$ cat src/rtl/qam_subcarrier_sched_if.sv
// rtl/qam_subcarrier_sched_if.sv - control, bit-source, mapper and bin-metadata signals of the subcarrier scheduler
interface qam_subcarrier_sched_if #(
  parameter int N_FFT = 64
) ();
  localparam int BW = $clog2(N_FFT);

  logic          start;
  logic [7:0]    n_sym;
  logic          s_valid;
  logic [1:0]    s_data;
  logic          s_ready;
  logic          out_ready;
  logic          map_en;
  logic          map_valid;
  logic [1:0]    map_data;
  logic          bin_valid;
  logic [BW-1:0] bin_idx;
  logic [1:0]    bin_type;
  logic          sym_last;
  logic          busy;
  logic          done;
  logic          underrun;

  // Controller, bit source and IFFT loader side
  modport master (
    output start, n_sym, s_valid, s_data, out_ready,
    input  s_ready, map_en, map_valid, map_data, bin_valid, bin_idx, bin_type,
           sym_last, busy, done, underrun
  );

  // Scheduler side
  modport slave (
    input  start, n_sym, s_valid, s_data, out_ready,
    output s_ready, map_en, map_valid, map_data, bin_valid, bin_idx, bin_type,
           sym_last, busy, done, underrun
  );
endinterface

$ cat src/rtl/qam_subcarrier_sched.sv
// rtl/qam_subcarrier_sched.sv - walks OFDM bins, feeds the 4-QAM mapper and emits aligned bin metadata
module qam_subcarrier_sched #(
  parameter int         N_FFT        = 64,
  parameter int         GUARD_LO     = 6,
  parameter int         GUARD_HI     = 5,
  parameter int         PILOT_PERIOD = 8,
  parameter int         PILOT_OFFSET = 4,
  parameter logic [1:0] PILOT_DIBIT  = 2'b00,
  parameter int         GAP_CYCLES   = 16
) (
  input logic                 clk,
  input logic                 rst,
  qam_subcarrier_sched_if.slave bus
);
  localparam int BW = $clog2(N_FFT);
  localparam int GW = (GAP_CYCLES > 0) ? $clog2(GAP_CYCLES + 1) : 1;

  localparam logic [BW-1:0] LO_B   = BW'(GUARD_LO);
  localparam logic [BW-1:0] HI_B   = BW'(N_FFT - GUARD_HI);
  localparam logic [BW-1:0] DC_B   = BW'(N_FFT / 2);
  localparam logic [BW-1:0] LAST_B = BW'(N_FFT - 1);
  localparam logic [BW-1:0] P_MASK = BW'(PILOT_PERIOD - 1);
  localparam logic [BW-1:0] P_OFF  = BW'(PILOT_OFFSET);

  typedef enum logic [1:0] {IDLE, RUN, GAP} state_t;
  typedef enum logic [1:0] {T_DATA = 2'b00, T_PILOT = 2'b01, T_NULL = 2'b10} bin_t;

  state_t        state, state_n;
  bin_t          btype;
  logic [BW-1:0] b;
  logic [7:0]    sym_cnt;
  logic [GW-1:0] gap_cnt;

  logic          adv;
  logic          s_ready_c;
  logic          map_valid_c;
  logic [1:0]    map_data_c;
  logic          start_ok;
  logic          last_bin;
  logic          final_adv;

  logic          bin_valid_q;
  logic [BW-1:0] bin_idx_q;
  logic [1:0]    bin_type_q;
  logic          sym_last_q;
  logic          done_q;
  logic          underrun_q;

  assign start_ok  = (state == IDLE) && bus.start && (bus.n_sym != 8'd0);
  assign last_bin  = (b == LAST_B);
  assign final_adv = adv && last_bin && (sym_cnt == 8'd1);

  // Classify the current bin: guards and DC are null, then pilots on their comb, rest data
  always_comb begin
    btype = T_DATA;
    if (b < LO_B || b >= HI_B || b == DC_B) begin
      btype = T_NULL;
    end else if ((b & P_MASK) == P_OFF) begin
      btype = T_PILOT;
    end
  end

  // FSM state register
  always_ff @(posedge clk or posedge rst) begin
    if (rst) begin
      state <= IDLE;
    end else begin
      state <= state_n;
    end
  end

  // FSM next state plus the combinational mapper drive; only data bins wait on the bit source
  always_comb begin
    state_n     = state;
    adv         = 1'b0;
    s_ready_c   = 1'b0;
    map_valid_c = 1'b0;
    map_data_c  = 2'b00;
    case (state)
      IDLE: begin
        if (start_ok) begin
          state_n = RUN;
        end
      end
      RUN: begin
        s_ready_c   = (btype == T_DATA) && bus.out_ready;
        adv         = bus.out_ready && ((btype != T_DATA) || bus.s_valid);
        map_valid_c = adv && (btype != T_NULL);
        if (btype == T_DATA) begin
          map_data_c = bus.s_data;
        end else if (btype == T_PILOT) begin
          map_data_c = PILOT_DIBIT;
        end
        if (adv && last_bin) begin
          if (sym_cnt == 8'd1) begin
            state_n = IDLE;
          end else if (GAP_CYCLES > 0) begin
            state_n = GAP;
          end else begin
            state_n = RUN;
          end
        end
      end
      GAP: begin
        if (gap_cnt == '0) begin
          state_n = RUN;
        end
      end
      default: state_n = IDLE;
    endcase
  end

  // Bin, symbol and gap counters plus the sticky underrun flag
  always_ff @(posedge clk or posedge rst) begin
    if (rst) begin
      b          <= '0;
      sym_cnt    <= '0;
      gap_cnt    <= '0;
      underrun_q <= 1'b0;
    end else begin
      if (start_ok) begin
        b          <= '0;
        sym_cnt    <= bus.n_sym;
        underrun_q <= 1'b0;
      end
      if (adv) begin
        b <= b + 1'b1;
        if (last_bin) begin
          sym_cnt <= sym_cnt - 8'd1;
        end
      end
      if (state == RUN && btype == T_DATA && bus.out_ready && !bus.s_valid) begin
        underrun_q <= 1'b1;
      end
      if (state == RUN && state_n == GAP) begin
        gap_cnt <= GW'(GAP_CYCLES - 1);
      end else if (state == GAP && gap_cnt != '0) begin
        gap_cnt <= gap_cnt - 1'b1;
      end
    end
  end

  // Metadata registered from the advance cycle so it lines up with the mapper output
  always_ff @(posedge clk or posedge rst) begin
    if (rst) begin
      bin_valid_q <= 1'b0;
      bin_idx_q   <= '0;
      bin_type_q  <= 2'b00;
      sym_last_q  <= 1'b0;
      done_q      <= 1'b0;
    end else begin
      bin_valid_q <= adv;
      bin_idx_q   <= adv ? b : '0;
      bin_type_q  <= adv ? btype : 2'b00;
      sym_last_q  <= adv && last_bin;
      done_q      <= final_adv;
    end
  end

  assign bus.s_ready   = s_ready_c;
  assign bus.map_en    = map_valid_c;
  assign bus.map_valid = map_valid_c;
  assign bus.map_data  = map_data_c;
  assign bus.bin_valid = bin_valid_q;
  assign bus.bin_idx   = bin_idx_q;
  assign bus.bin_type  = bin_type_q;
  assign bus.sym_last  = sym_last_q;
  assign bus.busy      = (state != IDLE);
  assign bus.done      = done_q;
  assign bus.underrun  = underrun_q;
endmodule

$ cat src/flat_wrapper.sv
// flat-port wrapper written by rule: the top's interface ports become plain ports
module qam_subcarrier_sched_flat 
#(
  parameter int         N_FFT        = 64,
  parameter int         GUARD_LO     = 6,
  parameter int         GUARD_HI     = 5,
  parameter int         PILOT_PERIOD = 8,
  parameter int         PILOT_OFFSET = 4,
  parameter logic [1:0] PILOT_DIBIT  = 2'b00,
  parameter int         GAP_CYCLES   = 16
)
  (clk, rst, bus_start, bus_n_sym, bus_s_valid, bus_s_data, bus_out_ready, bus_s_ready, bus_map_en, bus_map_valid, bus_map_data, bus_bin_valid, bus_bin_idx, bus_bin_type, bus_sym_last, bus_busy, bus_done, bus_underrun);
  qam_subcarrier_sched_if #(.N_FFT(N_FFT)) bus_i ();
  input logic clk;
  input logic rst;
  input wire logic [$bits(bus_i.start)-1:0] bus_start;
  input wire logic [$bits(bus_i.n_sym)-1:0] bus_n_sym;
  input wire logic [$bits(bus_i.s_valid)-1:0] bus_s_valid;
  input wire logic [$bits(bus_i.s_data)-1:0] bus_s_data;
  input wire logic [$bits(bus_i.out_ready)-1:0] bus_out_ready;
  output wire logic [$bits(bus_i.s_ready)-1:0] bus_s_ready;
  output wire logic [$bits(bus_i.map_en)-1:0] bus_map_en;
  output wire logic [$bits(bus_i.map_valid)-1:0] bus_map_valid;
  output wire logic [$bits(bus_i.map_data)-1:0] bus_map_data;
  output wire logic [$bits(bus_i.bin_valid)-1:0] bus_bin_valid;
  output wire logic [$bits(bus_i.bin_idx)-1:0] bus_bin_idx;
  output wire logic [$bits(bus_i.bin_type)-1:0] bus_bin_type;
  output wire logic [$bits(bus_i.sym_last)-1:0] bus_sym_last;
  output wire logic [$bits(bus_i.busy)-1:0] bus_busy;
  output wire logic [$bits(bus_i.done)-1:0] bus_done;
  output wire logic [$bits(bus_i.underrun)-1:0] bus_underrun;
  assign bus_i.start = bus_start;
  assign bus_i.n_sym = bus_n_sym;
  assign bus_i.s_valid = bus_s_valid;
  assign bus_i.s_data = bus_s_data;
  assign bus_i.out_ready = bus_out_ready;
  assign bus_s_ready = bus_i.s_ready;
  assign bus_map_en = bus_i.map_en;
  assign bus_map_valid = bus_i.map_valid;
  assign bus_map_data = bus_i.map_data;
  assign bus_bin_valid = bus_i.bin_valid;
  assign bus_bin_idx = bus_i.bin_idx;
  assign bus_bin_type = bus_i.bin_type;
  assign bus_sym_last = bus_i.sym_last;
  assign bus_busy = bus_i.busy;
  assign bus_done = bus_i.done;
  assign bus_underrun = bus_i.underrun;
  qam_subcarrier_sched #(.N_FFT(N_FFT), .GUARD_LO(GUARD_LO), .GUARD_HI(GUARD_HI), .PILOT_PERIOD(PILOT_PERIOD), .PILOT_OFFSET(PILOT_OFFSET), .PILOT_DIBIT(PILOT_DIBIT), .GAP_CYCLES(GAP_CYCLES)) u_core (.clk(clk), .rst(rst), .bus(bus_i));
endmodule
$ cat config.mk
export PLATFORM = sky130hd
export DESIGN_NAME = qam_subcarrier_sched_flat
export DESIGN_NICKNAME = d
export VERILOG_FILES = /design/src/rtl/qam_subcarrier_sched_if.sv /design/src/rtl/qam_subcarrier_sched.sv /design/src/flat_wrapper.sv
export SDC_FILE = /design/constraint.sdc
export NUM_CORES = 1
export LEC_CHECK = 0
export ABC_CLOCK_PERIOD_IN_PS = 3500
export BUFFER_PORTS_ARGS = -buffer_cell sky130_fd_sc_hd__clkbuf_2
export CAP_MARGIN = 20
export CORE_MARGIN = 2
export CORE_UTILIZATION = 58
export CTS_BUF_LIST = sky130_fd_sc_hd__clkbuf_4
export DETAILED_ROUTE_END_ITERATION = 8
export GPL_ROUTABILITY_DRIVEN = 1
export PLACE_DENSITY = 0.85
export SLEW_MARGIN = 30
export SYNTH_ARGS = -nofsm -noshare
export SYNTH_HDL_FRONTEND = slang
export SYNTH_SLANG_ARGS = --single-unit
$ cat constraint.sdc
create_clock -name clk -period 3.5 [get_ports clk]
set_input_delay 0.35 -clock clk [delete_from_list [all_inputs] [get_ports clk]]
set_output_delay 0.35 -clock clk [all_outputs]
set_load 0.005 [all_outputs]
==> impl_metrics.tcl, run 1 <==
set metrics [dict create \
    timing.critical_path.required_ns 3.15 \
    place_ws_ns 1.234 \
    synth_top_cell_by_area "sky130_fd_sc_hd__dfrtp_1" \
    synthArstFlopShare_pct 100.0 \
    fin_ws_ns 1.131 \
    cp_cell_sequence "inv_1 -> ha_1 -> nor2b_1 -> o21ai_1 -> nand2_1 -> nor2_1 -> and2_1 -> clkbuf_2" \
    share_of_synthesized_cell_area_in_full_adder_half_adder_and_majority_cells_pct 3.679 \
    drtAntennaViolNets 0 \
    floorplan.die.height_um 58.15 \
    largest_family_of_logic_cells_by_synthesized_area "simple AND/OR/NAND/NOR gates" \
    worstSetupPathType "flip-flop to output pin" \
    netlist_top_cells_count "33 x sky130_fd_sc_hd__dfrtp_1, 19 x sky130_fd_sc_hd__nand2_1, 19 x sky130_fd_sc_hd__nor2_1" \
    placement_rows 19 \
    cellPowerDensity_nw_per_um2 678.9 \
    grt_pass1_wl_um 5920 \
    routedWlPerCell_um 14.23 \
    synth.area.top_cells "sky130_fd_sc_hd__dfrtp_1 49%, sky130_fd_sc_hd__nand2_1 4.2%, sky130_fd_sc_hd__nor2_1 4.2%" \
    fraction_of_the_yosys_area_taken_by_sequential_cells_pct 48.57 \
    cts_buffer_count 5 \
    critical-path-top-delay-family "simple AND/OR/NAND/NOR gates" \
    post_synth_mux_area_share_pct 1.840 \
    routabilityCongestion 0.9204 \
    htree_levels 2 \
    pin_count_of_the_biggest_net_entering_global_routing 34 \
    netlist-cell-type-count 47 \
    final_layout_size_suffix_gt1_share_pct 26.32 \
    yosys.area_share.xor_xnor_pct 1.030 \
    end_kind "output pin" \
    critPathMaxFanout 4 \
    synth.avg_cell_area_um2 9.829 \
    crit_slowest_cell "sky130_fd_sc_hd__dfrtp_1" \
    fin_crit_sh_pct 67.68 \
    fill_cells 219 \
    timing.critical_path.buf_inv 2 \
    global_route.overflow_total 0 \
    synth_most_common_cell "sky130_fd_sc_hd__dfrtp_1" \
    grtUsageTotal_pct 23.57 \
    hold-worst-slack_ns 0.06909 \
    post-synth-top-area-fraction_pct 48.57 \
    arrival_ns 2.02 \
    cts.reportedPaths.clkPinSlew_ns 0.10 \
    drc 0 \
    synth_enable_flop_cells 0 \
    mappedNetlistArea_um2 1700 \
    vias 1398 \
    synth_cells 173 \
    finalWirelength_um 3416 \
    grt_antenna_before_repair 0 \
    leakagePower_uw 0.0009534 \
    cts_tree "built" \
    dieArea_um2 3381 \
    finalNetCount 228 \
    ys_seq_elements 33 \
    setup_repair_after_global_routing_missed_its_margin "false" \
    post_synthesis_compound_gate_area_fraction_pct 14.79 \
    initial_utilization_pct 61.13 \
    placeableCoreArea_um2 2781 \
    top_level_ports 33 \
    antennaDiodeCount 0 \
    hold_buffer_count_at_cts 0 \
    dr.pass1.iters 5 \
    hold_path.class "input pin to async pin" \
    post_cts_buffers 0 \
    fin_skew_ns 0.01280 \
    dominantRegCellSynth "sky130_fd_sc_hd__dfrtp_1" \
    totalNegativeSetupSlack_ns 0 \
    die_w_um 58.15 \
    syn_to_layout_area_delta_pct 14.42 \
    insertion_delay_ns 0.34 \
    drt_iter0_markers 41 \
    timing.fmax_ghz 0.4222 \
    cts_root_buffer "sky130_fd_sc_hd__clkbuf_4" \
    timing.critical_path.slowest_cell_delay_ns 0.40 \
    syn-num-nets 193 \
    critical_path.startpoint_type "flip-flop" \
    min_period_ns 2.369 \
    cts_num_sinks 33 \
    timing.max_slew.rel_slack_pct 52.60 \
    synth_simple_gate_area_share_pct 24.72 \
    cts.repair.resized 0 \
    vias_per_cell 5.825 \
    first_global_vias 1396 \
    port-buffer-count 32 \
    fin_util_pct 69.95 \
    ys_warn_count 0 \
    max_cap_violations 0 \
    worstMarginPinSlew_ns 0.7046 \
    clk_path_buf_depth 2 \
    finalMaxSlewViolations 0 \
    place_hpwl_um 2578 \
    status "completed" \
    timing.final.hold_violations 0 \
    final-setup-viol-count 0 \
    vdd_drop_max_mv 0.5791 \
]
## through the flow
| step | std cells | total power, uW | instance area [um^2] |
|---|---|---|---|
| floorplan | 173 | 915.9 | 1700 |
| global placement | 232 | 1024 | 1867 |
| detailed placement | 232 | 1048 | 1867 |
| CTS | 240 | 1330 | 1946 |
| global route | 240 | 1424 | 1946 |
| finish | 240 | 1321 | 1946 |
## worst paths after layout
kind,startpoint,cells after the start,slack (ns),end
max,u_core.b[0],8,1.13,bus_map_data[0]
min,rst,3,0.07,u_core.bus.bin_idx[3]
max reg2reg,u_core.b[0],8,1.21,u_core.b[3]
min reg2reg,u_core.gap_cnt[4],1,0.53,u_core.gap_cnt[4]
max in group asynchronous,rst,3,3.13,u_core.gap_cnt[4]
min in group clk,bus_n_sym[2],3,0.27,u_core.sym_cnt[2]
## tightest hold or removal path: cells and delay by family
family	cells	cell delay [ns]
buf+inv	3	0.49
## layout by cell type (no fill, tap or decap), types with 2 or more instances in the layout
cell / Yosys / final
sky130_fd_sc_hd__inv_1: 8 / 8
sky130_fd_sc_hd__nand2b_1: 2 / 2
sky130_fd_sc_hd__dfrtp_1: 33 / 33
sky130_fd_sc_hd__or3_1: 2 / 2
sky130_fd_sc_hd__clkbuf_2: 0 / 32
sky130_fd_sc_hd__and3_1: 3 / 3
sky130_fd_sc_hd__mux2i_1: 2 / 2
sky130_fd_sc_hd__nor2b_1: 3 / 3
sky130_fd_sc_hd__a221o_1: 2 / 2
sky130_fd_sc_hd__and2_1: 6 / 6
sky130_fd_sc_hd__nor2_1: 19 / 19
sky130_fd_sc_hd__nor3_1: 5 / 5
sky130_fd_sc_hd__or2_2: 2 / 2
sky130_fd_sc_hd__o221a_2: 3 / 3
sky130_fd_sc_hd__nor4_1: 2 / 2
sky130_fd_sc_hd__clkbuf_4: 0 / 6
sky130_fd_sc_hd__nand3_1: 9 / 9
sky130_fd_sc_hd__o21ai_0: 6 / 6
sky130_fd_sc_hd__o21bai_1: 2 / 2
sky130_fd_sc_hd__nor3b_1: 2 / 2
sky130_fd_sc_hd__and3_2: 2 / 2
sky130_fd_sc_hd__ha_1: 5 / 5
sky130_fd_sc_hd__nand2_1: 19 / 19
sky130_fd_sc_hd__a21oi_1: 9 / 9
## where the power goes
part	internal [uW]	leakage (uW)	switching [uW]
clock network	156	0.0000433	124
registers	487	0.000404	110
logic	211	0.000506	232
total	854	0.000953	466
## registers in the layout, indices dropped and copies added (netlist names)
signal and flops:
u_core.sym_cnt 8, u_core.bus.done 1, u_core.bus.bin_idx 6, u_core.bus.bin_type 2
u_core.bus.bin_valid 1, u_core.state 2, u_core.bus.underrun 1, u_core.bus.sym_last 1
u_core.b 6, u_core.gap_cnt 5
## layout make-up
cell class | instances | area [um^2] | area share [%]
inverters | 10 | 51.30 | 2.637
repair buffers | 33 | 167.7 | 8.617
flip-flops and latches | 33 | 825.8 | 42.44
multi-input cells | 125 | 783.3 | 40.26
well taps | 31 | 38.79 | 1.994
clock buffers | 6 | 45.04 | 2.315
clock inverters | 2 | 33.78 | 1.736
## cell families (layout without fill, tap and decap cells)
kind of cell               after synthesis  after routing
xor gates and xnor gates                 2              2
muxes                                    3              3
adders and majority gates                5              5
buffers and inverters                   15             51
AOI/OAI and AO/OA                       33             33
and+or+nand+nor                         82             82
DFF                                     33             33
## routing by layer
metal  up-vias  track usage (%)  share of wire (%)
li1        679                -                  -
met1       670            27.61                 41
met2        40            39.61                 52
met3         9            6.473                5.5
met4         0            11.96                2.2
met5         -                0                  0
Power figures use the tool's default switching activity.
==> run 2: changes to the inputs <==
--- a/config.mk
+++ b/config.mk
@@ -5,15 +5,16 @@
 export SDC_FILE = /design/constraint.sdc
 export NUM_CORES = 1
 export LEC_CHECK = 0
-export ABC_CLOCK_PERIOD_IN_PS = 3500
+export ABC_AREA = 1
+export ABC_CLOCK_PERIOD_IN_PS = 2500
 export BUFFER_PORTS_ARGS = -buffer_cell sky130_fd_sc_hd__clkbuf_2
 export CAP_MARGIN = 20
 export CORE_MARGIN = 2
-export CORE_UTILIZATION = 58
+export CORE_UTILIZATION = 57
 export CTS_BUF_LIST = sky130_fd_sc_hd__clkbuf_4
 export DETAILED_ROUTE_END_ITERATION = 8
 export GPL_ROUTABILITY_DRIVEN = 1
-export PLACE_DENSITY = 0.85
+export PLACE_DENSITY = 0.83
 export SLEW_MARGIN = 30
 export SYNTH_ARGS = -nofsm -noshare
 export SYNTH_HDL_FRONTEND = slang
==> constraint.sdc (replaced) <==
create_clock -name clk -period 2.5 [get_ports clk]
set_input_delay 0.25 -clock clk [delete_from_list [all_inputs] [get_ports clk]]
set_output_delay 0.25 -clock clk [all_outputs]
set_load 0.005 [all_outputs]
==> run 2 against run 1 <==
Net effect:
- die area increased by 9.7%
- core utilization is 2.2 points lower
- count of clock-buffer cells in the layout unchanged
- critical path depth increased by 1
- register-to-register slack worse by 0.52 ns
- synthesized area grew 8.5%
- combinational power up 63%
- clock skew barely moved
- non-clock buffer count increased by 2
- power up 34%
- via count grew 7.6%
- largest power group unchanged
==> impl_metrics.tcl, run 2 <==
set metrics [dict create \
    routedWlPerCell_um 10.62 \
    totalNegativeSetupSlack_ns 0 \
    critPathMaxFanout 21 \
    setup_repair_after_global_routing_missed_its_margin "false" \
    cts_buffer_count 5 \
    share_of_power_burned_in_combinational_logic_pct 40.9 \
    placeableCoreArea_um2 3078 \
    place_hpwl_um 2480 \
    timing.critical_path.required_ns 2.25 \
    syn_to_layout_area_delta_pct 13.02 \
    worst_setup_path_startpoint "u_core.b[0]" \
    worstMarginPinSlew_ns 0.3949 \
    antennaDiodeCount 0 \
    fill_cells 266 \
    die_w_um 60.90 \
    synth_cells 232 \
    timing.max_slew.rel_slack_pct 73.67 \
    min_period_ns 2.254 \
    clockPowerShare_pct 15.6 \
    final-setup-viol-count 0 \
    dr.pass1.iters 4 \
    hold_path_startpoint "bus_s_valid" \
    dominantRegCellSynth "sky130_fd_sc_hd__dfrtp_1" \
    worstSetupPathType "flip-flop to output pin" \
    vias_per_cell 4.805 \
    cts_num_sinks 33 \
    drtAntennaViolNets 0 \
    synthArstFlopShare_pct 100.0 \
    end_kind "output pin" \
    largest_family_of_logic_cells_by_synthesized_area "simple AND/OR/NAND/NOR gates" \
    cts_root_buffer "sky130_fd_sc_hd__clkbuf_4" \
    htree_levels 2 \
    max_cap_violations 0 \
    hold_buffer_count_at_cts 1 \
    grt_antenna_before_repair 0 \
    ys_seq_elements 33 \
    routabilityCongestion 0.8573 \
    finish.cell_count_without_fillers 313 \
    vias 1504 \
    ys_warn_count 0 \
    power.total_uw 1769 \
    cts_tree "built" \
    cts.repair.resized 0 \
    insertion_delay_ns 0.32 \
    port-buffer-count 32 \
    power_frac_seq_pct 43.6 \
    post_cts_buffers 0 \
    arrival_ns 2.00 \
    netlist_top_cells_count "72 x sky130_fd_sc_hd__nand2_1, 33 x sky130_fd_sc_hd__dfrtp_1, 33 x sky130_fd_sc_hd__inv_1" \
    vdd_drop_max_mv 0.5535 \
    leakagePower_uw 0.001159 \
    cts.reportedPaths.clkPinSlew_ns 0.09 \
    initial_utilization_pct 59.96 \
    critical_path.startpoint_type "flip-flop" \
    grtUsageTotal_pct 20.35 \
    r2r_start "u_core.b[0]" \
    clk_path_buf_depth 2 \
    top_level_ports 33 \
    fin_crit_sh_pct 90.15 \
    synth_simple_gate_area_share_pct 32.54 \
    synth.area.top_cells "sky130_fd_sc_hd__dfrtp_1 45%, sky130_fd_sc_hd__nand2_1 15%, sky130_fd_sc_hd__inv_1 6.7%" \
    finalNetCount 289 \
    drc 0 \
    hold_path.class "input pin to flip-flop" \
    drt_iter0_markers 67 \
    pin_count_of_the_biggest_net_entering_global_routing 34 \
    timing.final.hold_violations 0 \
    netlist-cell-type-count 29 \
    synth_most_common_cell "sky130_fd_sc_hd__nand2_1" \
    grt_pass1_wl_um 5464 \
    fin_skew_ns 0.01251 \
    synth.avg_cell_area_um2 7.955 \
    p_int_uw 1054 \
    timing.fmax_ghz 0.4437 \
    yosys.area_share.xor_xnor_pct 5.220 \
    mappedNetlistArea_um2 1846 \
    finalMaxSlewViolations 0 \
    finalWirelength_um 3323 \
    post_synth_mux_area_share_pct 0 \
    dpl.cell_count 305 \
    syn-num-nets 252 \
    post_synthesis_compound_gate_area_fraction_pct 3.458 \
    first_global_vias 1285 \
    final_layout_size_suffix_gt1_share_pct 20.07 \
    fraction_of_the_yosys_area_taken_by_sequential_cells_pct 44.75 \
    largest_register_ffs 8 \
    top_register_by_number_of_flip_flops "u_core.sym_cnt" \
    global_route.overflow_total 0 \
    synth_top_cell_by_area "sky130_fd_sc_hd__dfrtp_1" \
    cellPowerDensity_nw_per_um2 848.0 \
    placement_rows 20 \
    status "completed" \
    share_of_synthesized_cell_area_in_full_adder_half_adder_and_majority_cells_pct 3.390 \
    power.switching_fraction_pct 40.41 \
    post-synth-top-area-fraction_pct 44.75 \
    synth_enable_flop_cells 0 \
    layout_common_cells "72 x sky130_fd_sc_hd__nand2_1, 33 x sky130_fd_sc_hd__inv_1, 33 x sky130_fd_sc_hd__dfrtp_1, 32 x sky130_fd_sc_hd__clkbuf_2, 27 x sky130_fd_sc_hd__nor2_1" \
    p_switching_uw 714.8 \
    dieArea_um2 3709 \
    floorplan.die.height_um 60.90 \
    layout.cells.most_common "sky130_fd_sc_hd__nand2_1" \
]
[run 2: worst paths after layout]
path                       cells past startpoint  slack [ns]                  end
min                                            4        0.21  u_core.bus.underrun
min reg2reg                                    2        0.49  u_core.bus.underrun
max reg2reg                                   10        0.69      u_core.state[1]
min in group asynchronous                      4        0.53  u_core.bus.sym_last
max                                            9        0.25           bus_map_en
max in group asynchronous                      4        1.67    u_core.sym_cnt[2]
[run 2: critical path, stage by stage (launching register included)]
cell and delay (ns):
sky130_fd_sc_hd__dfrtp_1 0.44, sky130_fd_sc_hd__inv_1 0.12, sky130_fd_sc_hd__ha_1 0.18, sky130_fd_sc_hd__nand2_1 0.06, sky130_fd_sc_hd__nand2_1 0.05, sky130_fd_sc_hd__nand2_1 0.10, sky130_fd_sc_hd__nand4_4 0.11, sky130_fd_sc_hd__nand3_4 0.26
sky130_fd_sc_hd__nor2_1 0.22, sky130_fd_sc_hd__clkbuf_2 0.14
[run 2: cells by family after synthesis]
group,after synthesis
and+or+nand+nor,130
buffers and inverters,41
DFF,33
AOI/OAI and AO/OA,12
xor gates and xnor gates,11
adders and majority gates,5
[run 2: power by group through the flow]
stage                     Combinational, uW  Clock (uW)  Sequential (uW)
after floorplan                         572           0              763
after global placement                  699           0              771
after detailed placement                720           0              777
after CTS                               730         281              768
after global routing                    827         305              784
final                                   723         275              770
[run 2: per-stage QoR]
| step | setup slack [ns] | util (%) | hold WS, ns | cell area [um^2] |
|---|---|---|---|---|
| 3_3_place_gp | 0.6427 | 65.85 | 0.3307 | 2027 |
| 4_1_cts | 0.2319 | 67.76 | 0.2076 | 2086 |
| 2_1_floorplan | 0.7505 | - | 0.3789 | 1846 |
| 6_report | 0.2462 | 67.76 | 0.2127 | 2086 |
| 5_1_grt | 0.06919 | 67.76 | 0.2116 | 2086 |
| 3_5_place_dp | 0.5900 | 65.85 | 0.3500 | 2027 |
[run 2: area by class of cell]
type | count | area (um^2) | area share [%]
tap | 44 | 55.05 | 2.639
timing repair buffer | 35 | 185.2 | 8.878
clock inverter | 1 | 3.754 | 0.1800
clock buffer | 6 | 45.04 | 2.160
inverter | 36 | 147.6 | 7.079
multi-input combinational | 158 | 823.3 | 39.47
sequential | 33 | 825.8 | 39.59
[run 2: routing by layer]
metal,share of wire (%),wire (um),GRT usage (%)
met5,0,0,0
met1,47,1572,26.29
met4,1.3,42,7.453
met2,47,1574,32.57
met3,4.0,133,5.970
